==> src/rtl/ac97_pkg.sv <==
// ac97_pkg: shared AC-link PCM types and slot formatting.
package ac97_pkg;

    localparam int AC97_SLOT_W   = 20;
    localparam int AC97_SAMPLE_W = 16;

    typedef struct packed {
        logic [AC97_SAMPLE_W-1:0] left;
        logic [AC97_SAMPLE_W-1:0] right;
    } stereo_sample_t;

    // A 16-bit sample occupies the MSBs of the 20-bit slot; the low nibble is unused resolution.
    function automatic logic [AC97_SLOT_W-1:0] pcm_to_slot(input logic [AC97_SAMPLE_W-1:0] sample);
        return {sample, 4'h0};
    endfunction

endpackage

==> src/rtl/ac97_pcm_ram.sv <==
// ac97_pcm_ram: stereo pair storage, synchronous write, asynchronous read.
module ac97_pcm_ram
    import ac97_pkg::*;
#(
    parameter int DEPTH = 16
) (
    input  logic                     clk,
    input  logic                     we_i,
    input  logic [$clog2(DEPTH)-1:0] waddr_i,
    input  stereo_sample_t           wdata_i,
    input  logic [$clog2(DEPTH)-1:0] raddr_i,
    output stereo_sample_t           rdata_o
);

    stereo_sample_t mem_q [DEPTH];

    always_ff @(posedge clk) begin
        if (we_i) mem_q[waddr_i] <= wdata_i;
    end

    assign rdata_o = mem_q[raddr_i];

endmodule

==> src/rtl/ac97_pcm_fifo.sv <==
// ac97_pcm_fifo: stereo PCM buffer releasing one pair per AC-link frame strobe,
// with priming, underrun hold/silence and a saturating underrun counter.
module ac97_pcm_fifo
    import ac97_pkg::*;
#(
    parameter int DEPTH            = 16,
    parameter bit HOLD_ON_UNDERRUN = 1'b1,
    parameter int AFULL_LEVEL      = 12
) (
    input  logic                   ac97_bitclk,
    input  logic                   rst_b,
    input  logic                   ac97_strobe,
    input  logic                   in_valid,
    output logic                   in_ready,
    input  logic [15:0]            in_left,
    input  logic [15:0]            in_right,
    input  logic                   flush,
    input  logic                   clr_underrun,
    output logic [19:0]            ac97_out_slot3,
    output logic [19:0]            ac97_out_slot4,
    output logic                   ac97_out_slot3_valid,
    output logic                   ac97_out_slot4_valid,
    output logic [$clog2(DEPTH):0] level,
    output logic                   almost_full,
    output logic [15:0]            underrun_count
);

    localparam int AW = $clog2(DEPTH);
    localparam int LW = AW + 1;

    logic [AW-1:0]  wr_ptr_q, wr_ptr_d, rd_ptr_q, rd_ptr_d;
    logic [LW-1:0]  level_q, level_d;
    logic           primed_q, primed_d;
    logic [15:0]    urun_q, urun_d;
    stereo_sample_t out_q, out_d, head;
    logic           full, empty, push, pop, urun;

    assign full  = level_q == LW'(DEPTH);
    assign empty = level_q == '0;
    assign push  = in_valid && !full && !flush;
    assign pop   = ac97_strobe && !empty && !flush;
    assign urun  = ac97_strobe && empty && primed_q && !flush;

    ac97_pcm_ram #(.DEPTH(DEPTH)) u_ram (
        .clk     (ac97_bitclk),
        .we_i    (push),
        .waddr_i (wr_ptr_q),
        .wdata_i ({in_left, in_right}),
        .raddr_i (rd_ptr_q),
        .rdata_o (head)
    );

    always_comb begin
        wr_ptr_d = flush ? '0 : wr_ptr_q + AW'(push);
        rd_ptr_d = flush ? '0 : rd_ptr_q + AW'(pop);
        level_d  = flush ? '0 : level_q + LW'(push) - LW'(pop);
        primed_d = !flush && (primed_q || pop);
        out_d    = flush ? '0 : pop ? head : (urun && !HOLD_ON_UNDERRUN) ? '0 : out_q;
        urun_d   = clr_underrun ? '0 : (urun && urun_q != 16'hFFFF) ? urun_q + 16'd1 : urun_q;
    end

    always_ff @(posedge ac97_bitclk or negedge rst_b) begin
        if (!rst_b) begin
            wr_ptr_q <= '0;
            rd_ptr_q <= '0;
            level_q  <= '0;
            primed_q <= 1'b0;
            out_q    <= '0;
            urun_q   <= '0;
        end else begin
            wr_ptr_q <= wr_ptr_d;
            rd_ptr_q <= rd_ptr_d;
            level_q  <= level_d;
            primed_q <= primed_d;
            out_q    <= out_d;
            urun_q   <= urun_d;
        end
    end

    assign in_ready             = !full;
    assign ac97_out_slot3       = pcm_to_slot(out_q.left);
    assign ac97_out_slot4       = pcm_to_slot(out_q.right);
    assign ac97_out_slot3_valid = primed_q;
    assign ac97_out_slot4_valid = primed_q;
    assign level                = level_q;
    assign almost_full          = level_q >= LW'(AFULL_LEVEL);
    assign underrun_count       = urun_q;

endmodule

==> config.mk <==
export PLATFORM = sky130hd
export DESIGN_NAME = ac97_pcm_fifo
export DESIGN_NICKNAME = d
export VERILOG_FILES = /design/src/rtl/ac97_pkg.sv /design/src/rtl/ac97_pcm_ram.sv /design/src/rtl/ac97_pcm_fifo.sv
export SDC_FILE = /design/constraint.sdc
export NUM_CORES = 1
export LEC_CHECK = 0
export ABC_CLOCK_PERIOD_IN_PS = 5700
export BUFFER_PORTS_ARGS = -buffer_cell sky130_fd_sc_hd__buf_2
export CAP_MARGIN = 10
export CORE_ASPECT_RATIO = 1.1
export CORE_MARGIN = 4
export CORE_UTILIZATION = 61
export DETAILED_ROUTE_END_ITERATION = 8
export HOLD_SLACK_MARGIN = 0.06
export PLACE_DENSITY = 0.77
export REMOVE_ABC_BUFFERS = 1
export SETUP_SLACK_MARGIN = 0.4
export SLEW_MARGIN = 20
export SYNTH_ARGS = -nofsm -noshare
export SYNTH_HDL_FRONTEND = slang
export SYNTH_SLANG_ARGS = --single-unit
==> constraint.sdc <==
create_clock -name ac97_bitclk -period 5.7 [get_ports ac97_bitclk]
set_clock_uncertainty 0.05 [all_clocks]
set_input_delay 0.285 -clock ac97_bitclk [delete_from_list [all_inputs] [get_ports ac97_bitclk]]
set_output_delay 0.285 -clock ac97_bitclk [all_outputs]
set_load 0.05 [all_outputs]
==> flow_summary.ini, run 1 <==
[sta]
fmax_mhz = 285
layout_setup_ws_ns = 2.19
worst_pin_slew_ns = 1.03
fin_crit_sh_pct = 61.6
drv_slew = 0
setup_viol = 0
hold_violations = 0
rsz0062_at_grt = false
relSlewSlack_pct = 31.0
period_minus_slack_ns = 3.51

[power_and_ir_drop]
powerDensity_nw_per_um2 = 380
p_leak_nw = 8.42
irDropWorstVdd_mv = 0.267

[synth]
avgSynthCellArea_um2 = 21.3
synth_edf_count = 512
synth.yosys.seq_area_share_pct = 75.9
synth_cell_types = 52
synth_most_common_cell = edfxtp_1
synth_flop_cell = edfxtp_1
ys_warn_count = 0
async_flop_share_pct = 10.8
synth_top_area_cell = edfxtp_1
ys_ff_latch = 574
synthTopCellsByArea = edfxtp_1 69%, mux4_2 13%, dfrtp_1 7.0%
synth.top_cells.by_count = 512 x edfxtp_1, 128 x mux4_2, 62 x dfrtp_1
syn_inst = 1046
synthesis.area_um2 = 22300
synth_top_area_share_pct = 69.0

[place]
dp_hpwl_um = 25000
gp_congestion = 0.790
pre_cts_ws_ns = 2.20
placed_cell_area_um2 = 23400
io_buffers = 94

[clock_network]
root_buffer = clkbuf_16
clock-sinks = 574
cts_buffers = 53
post_cts_resized = 0
clk_pin_slew_ns = 0.06
clk_path_buf_depth = 3
h-tree-depth = 2
clock_latency_ns = 0.57
cts_tree = built

[worst_setup_path]
worstPathArrival_ns = 3.70
crit_buf_inv = 2
cp_slowest_cell = nor3_2
cp-end-kind = flop
worstSetupPathType = reg -> reg
cpPeakStageDelay_ns = 0.82
cp-start-kind = flop
path_cells = inv_1 > ha_1 > nand3_1 > and3b_1 > or3b_2 > nor3_2 > buf_4
crit_path_max_fanout = 21
critPathTopFamily = simple AND/OR/NAND/NOR gates
cp_data_required_time_ns = 5.89

[die]
num_io_pins = 103
rows = 73
die_area_um2 = 39700
die_y_um = 209
fp.coreArea_um2 = 36100
fp.dieW_um = 190
initial_core_util_pct = 61.8

[routing]
met2_length_um = 24000
met1Wirelength_um = 18200
wl_per_cell_um = 26.9
drc = 0
dr.pass1.iters = 5
drt_iter0_drc = 1068
viasPerCell = 6.25
routed.top_layer = met4
ant_nets = 0
drt_wl_total_um = 46600
vias = 10800
wl_met3_um = 3320

[grt]
antenna_found_initial = 1
overflow = 0
grt_pass1_wl_um = 71500
grt_start_max_net_pins = 72
grt_pass1_vias = 11500
grtUsageTotal_pct = 24.1

[layout]
drive_gt1_share_pct = 31.7
fin_nets = 1254
area_growth_pct = 14.6
fin_area_um2 = 25600
final_core_util_pct = 70.8

[run_status]
status = complete, no violations

[job]
cap_violations = 0

[min_path]
min_path_type = in -> async
## cells in the final DEF (no fill, tap or decap), drive strengths merged, types with 10 or more instances in the layout
cell	netlist	layout
edfxtp	512	512
clkinv	0	13
ha	12	12
nor2	36	36
dfrtp	62	62
clkbuf	24	79
buf	36	120
xor2	10	10
mux2	33	33
inv	11	14
mux2i	33	33
nand3	10	10
a22oi	32	32
dlygate4sd3	0	35
mux4	128	128
o21ai	32	32
## worst paths after layout
check	slack [ns]	depth (start not counted)	to	startpoint
worst min-delay path	0.11	2	level[3]	rst_b
worst max register to register	2.19	7	u_ram.mem_q[0][18]	level[2]
min in group ac97_bitclk	0.16	5	level[0]	in_valid
worst min register to register	0.46	2	ac97_out_slot3[18]	ac97_out_slot3[18]
max in group asynchronous	4.89	3	rd_ptr_q[1]	rst_b
worst max-delay path	2.19	7	u_ram.mem_q[0][18]	level[2]
## power by group
part | internal [mW] | total, mW | switching, mW
Sequential | 4.70 | 4.83 | 0.129
Combinational | 0.577 | 1.41 | 0.834
Clock | 1.97 | 3.47 | 1.50
Total | 7.25 | 9.71 | 2.46
## final cells by class
type                       instances  area (µm²)
sequential                       574       16900
fill                            2082       10500
multi-input combinational        408        5130
clock buffer                      79        1540
timing repair buffer             155        1100
tap                              487         609
clock inverter                    21         184
inverter                          11        41.3
antenna                            1        2.50
## sequential cells by signal, indices dropped and copies added (netlist names)
name,cells
ac97_out_slot3,16
level,5
ac97_out_slot4,16
rd_ptr_q,4
ac97_out_slot3_valid,1
u_ram.mem_q,512
underrun_count,16
wr_ptr_q,4
## layer usage
| layer | vias to the layer above | track usage, % |
|---|---|---|
| met3 | 82 | 3.89 |
| met5 | - | 0 |
| met1 | 5716 | 33.9 |
| met2 | 453 | 40.0 |
| met4 | 0 | 6.86 |
| li1 | 4596 | - |
## metrics by stage
step                      hold slack [ns]  setup TNS, ns  instances  power, mW
after floorplan                   -0.0606         -19.68        993       5.99
final                               0.108              0       1736       9.71
after global routing                0.113              0       1736       10.1
after global placement              0.453              0       1597       6.26
after detailed placement            0.459              0       1598       6.31
after CTS                           0.143              0       1733       9.77
## logic make-up after synthesis
| group | after synthesis | synth area share [%] |
|---|---|---|
| buffers and inverters | 71 | 1.76 |
| XOR/XNOR | 18 | 0.707 |
| multiplexers | 194 | 16.1 |
| adder cells (fa/ha/maj) | 13 | 0.763 |
| AO/OA/AOI/OAI | 83 | 2.41 |
| flip-flops | 574 | 75.9 |
| other | 1 | 0.0168 |
| AND/OR/NAND/NOR | 92 | 2.35 |
## timing repair
action,CTS,global route
setup buffers,0,0
hold buffers,35,0
endpoints found under the hold margin,600,0
Note: power is estimated with default switching activity, not from simulation.
==> inputs of run 2 (changes only) <==
Settings changed: ABC_CLOCK_PERIOD_IN_PS 5700 to 3000, CORE_UTILIZATION 61 to 55, PLACE_DENSITY 0.77 to 0.73.
Clock period 5.7 ns to 3 ns, I/O delays scaled along.
==> flow_summary.ini, run 2 (synthesis gave the netlist of run 1 again) <==
[grt]
grt_start_max_net_pins = 67
grt_pass1_vias = 11400
grtUsageTotal_pct = 22.3
antenna_found_initial = 1
grt_pass1_wl_um = 71800
overflow = 0

[place]
gp_congestion = 0.811
placed_cell_area_um2 = 23800
post-place-cells = 1647
io_buffers = 94
dp_hpwl_um = 25000

[worst_setup_path]
cp_data_required_time_ns = 3.42
crit_top_cell = inv_2
critPathTopFamily = simple AND/OR/NAND/NOR gates
path_cells = inv_2 > ha_4 > or4b_4 > a21oi_4 > nand3_2 > nand2_1 > ha_2 > inv_2 > fa_2 > inv_2 > a21oi_2 > o21bai_1 > xnor2_1 > nor2_1
worstPathArrival_ns = 3.04
r2r_setup_slack_ns = 0.38
cp-start-kind = flop
cp-end-kind = flop
cp_slowest_cell = or4b_4
worstSetupPathType = reg -> reg
crit_path_max_fanout = 3
crit_buf_inv = 3
cpPeakStageDelay_ns = 0.50

[clock_network]
clock_latency_ns = 0.60
clock-sinks = 574
clk_pin_slew_ns = 0.07
cts_buffers = 54
root_buffer = clkbuf_16
cts_tree = built
clk_path_buf_depth = 3
h-tree-depth = 2

[power_and_ir_drop]
power_mw = 18.4
irDropWorstVdd_mv = 0.524
p_leak_nw = 8.56
powerDensity_nw_per_um2 = 708

[sta]
worst_pin_slew_ns = 0.918
fin_crit_sh_pct = 87.3
setup_tns_ns = 0
period_minus_slack_ns = 2.62
drv_slew = 0
rsz0062_at_grt = true
fmax_mhz = 382
relSlewSlack_pct = 38.8
hold_violations = 0
setup_viol = 0

[routing]
viasPerCell = 6.08
drc = 0
drt_wl_total_um = 47300
drt_iter0_drc = 1047
vias = 10900
wl_per_cell_um = 26.4
ant_nets = 0
dr.pass1.iters = 5

[die]
fp.coreArea_um2 = 40200
die_y_um = 219
initial_core_util_pct = 55.5
rows = 77
fp.dieW_um = 200
die_area_um2 = 43800
num_io_pins = 103

[layout]
layout_common_cells = 512 x edfxtp_1, 128 x mux4_2, 93 x buf_2
largest_reg_flops = 512
largest-register = u_ram.mem_q
nFillCells = 2607
final_common_cell = edfxtp_1
drive_gt1_share_pct = 33.4
fin_area_um2 = 26000
fin_nets = 1286
area_growth_pct = 16.4
final_cells = 1793

[job]
cap_violations = 0

[run_status]
status = complete, no violations

[min_path]
min_path_type = in -> async
==> run 2: cell types whose count changed in the layout (fill, tap and decap cells not counted), sizes merged <==
| cell | previous run | this run |
|---|---|---|
| dlygate4sd3 | 35 | 37 |
| bufinv | 2 | 0 |
| clkinvlp | 3 | 2 |
| clkbuf | 79 | 77 |
| clkinv | 13 | 17 |
| inv | 14 | 15 |
| buf | 120 | 149 |
==> run 2: through the flow <==
stage / util, % / hold slack (ns) / worst slack (ns)
5_1_grt: 64.6 / 0.246 / 0.205
6_report: 64.6 / 0.183 / 0.382
2_1_floorplan: - / -0.196 / -3.30
3_3_place_gp: 59.3 / 0.266 / 0.230
4_1_cts: 64.5 / 0.189 / 0.403
3_5_place_dp: 59.3 / 0.286 / 0.171
==> run 2: metal layers <==
layer  wire length (µm)  vias up  share of wire, %  track usage, %
met5                  0        -                 0               0
met1              19000     5702                40            31.4
met2              24000      450                51            36.7
li1                   -     4673                 -               -
met4                946        0               2.0            5.89
met3               3370       74               7.1            4.24
==> run 2: worst register-to-register path: stages (launching register included) <==
cell and delay (ns):
dfrtp_1 0.39, inv_2 0.08, ha_4 0.14, or4b_4 0.50
a21oi_4 0.19, nand3_2 0.09, nand2_1 0.08, ha_2 0.18
inv_2 0.04, fa_2 0.34, inv_2 0.06, a21oi_2 0.04
o21bai_1 0.15, xnor2_1 0.13, nor2_1 0.05
==> run 2: worst paths after layout <==
kind                       cells after the start                from            endpoint
max                                           14            level[3]            level[4]
min                                            2               rst_b  ac97_out_slot4[17]
max reg2reg                                   14            level[3]            level[4]
min reg2reg                                    2  ac97_out_slot3[17]  ac97_out_slot3[17]
max in group asynchronous                      3               rst_b  underrun_count[13]
min in group ac97_bitclk                       2         in_right[0]  u_ram.mem_q[12][0]
==> run 2: repair_timing <==
| action | in CTS | in global routing |
|---|---|---|
| hold endpoints to repair | 592 | 0 |
| resized for setup | 12 | 3 |
| hold buffers | 37 | 0 |
| buffers inserted | 6 | 2 |
| setup endpoints to repair | 35 | 56 |
| gates cloned | 0 | 0 |
| pin swaps | 8 | 4 |
==> run 2: layout make-up <==
cell class	instances	area, µm²	area share, %
inverters	11	41.3	0.159
well taps	513	642	2.47
flip-flops and latches	574	16900	65.3
clock buffers	77	1510	5.81
repair buffers	186	1510	5.82
clock inverters	23	145	0.559
multi-input cells	408	5170	19.9
diodes	1	2.50	0.00964
==> run 2: power by group <==
| part | internal [mW] | total (mW) | switching [mW] |
|---|---|---|---|
| combinational | 1.21 | 2.86 | 1.66 |
| clock | 3.52 | 6.38 | 2.86 |
| sequential | 8.94 | 9.13 | 0.193 |
| total | 13.7 | 18.4 | 4.70 |
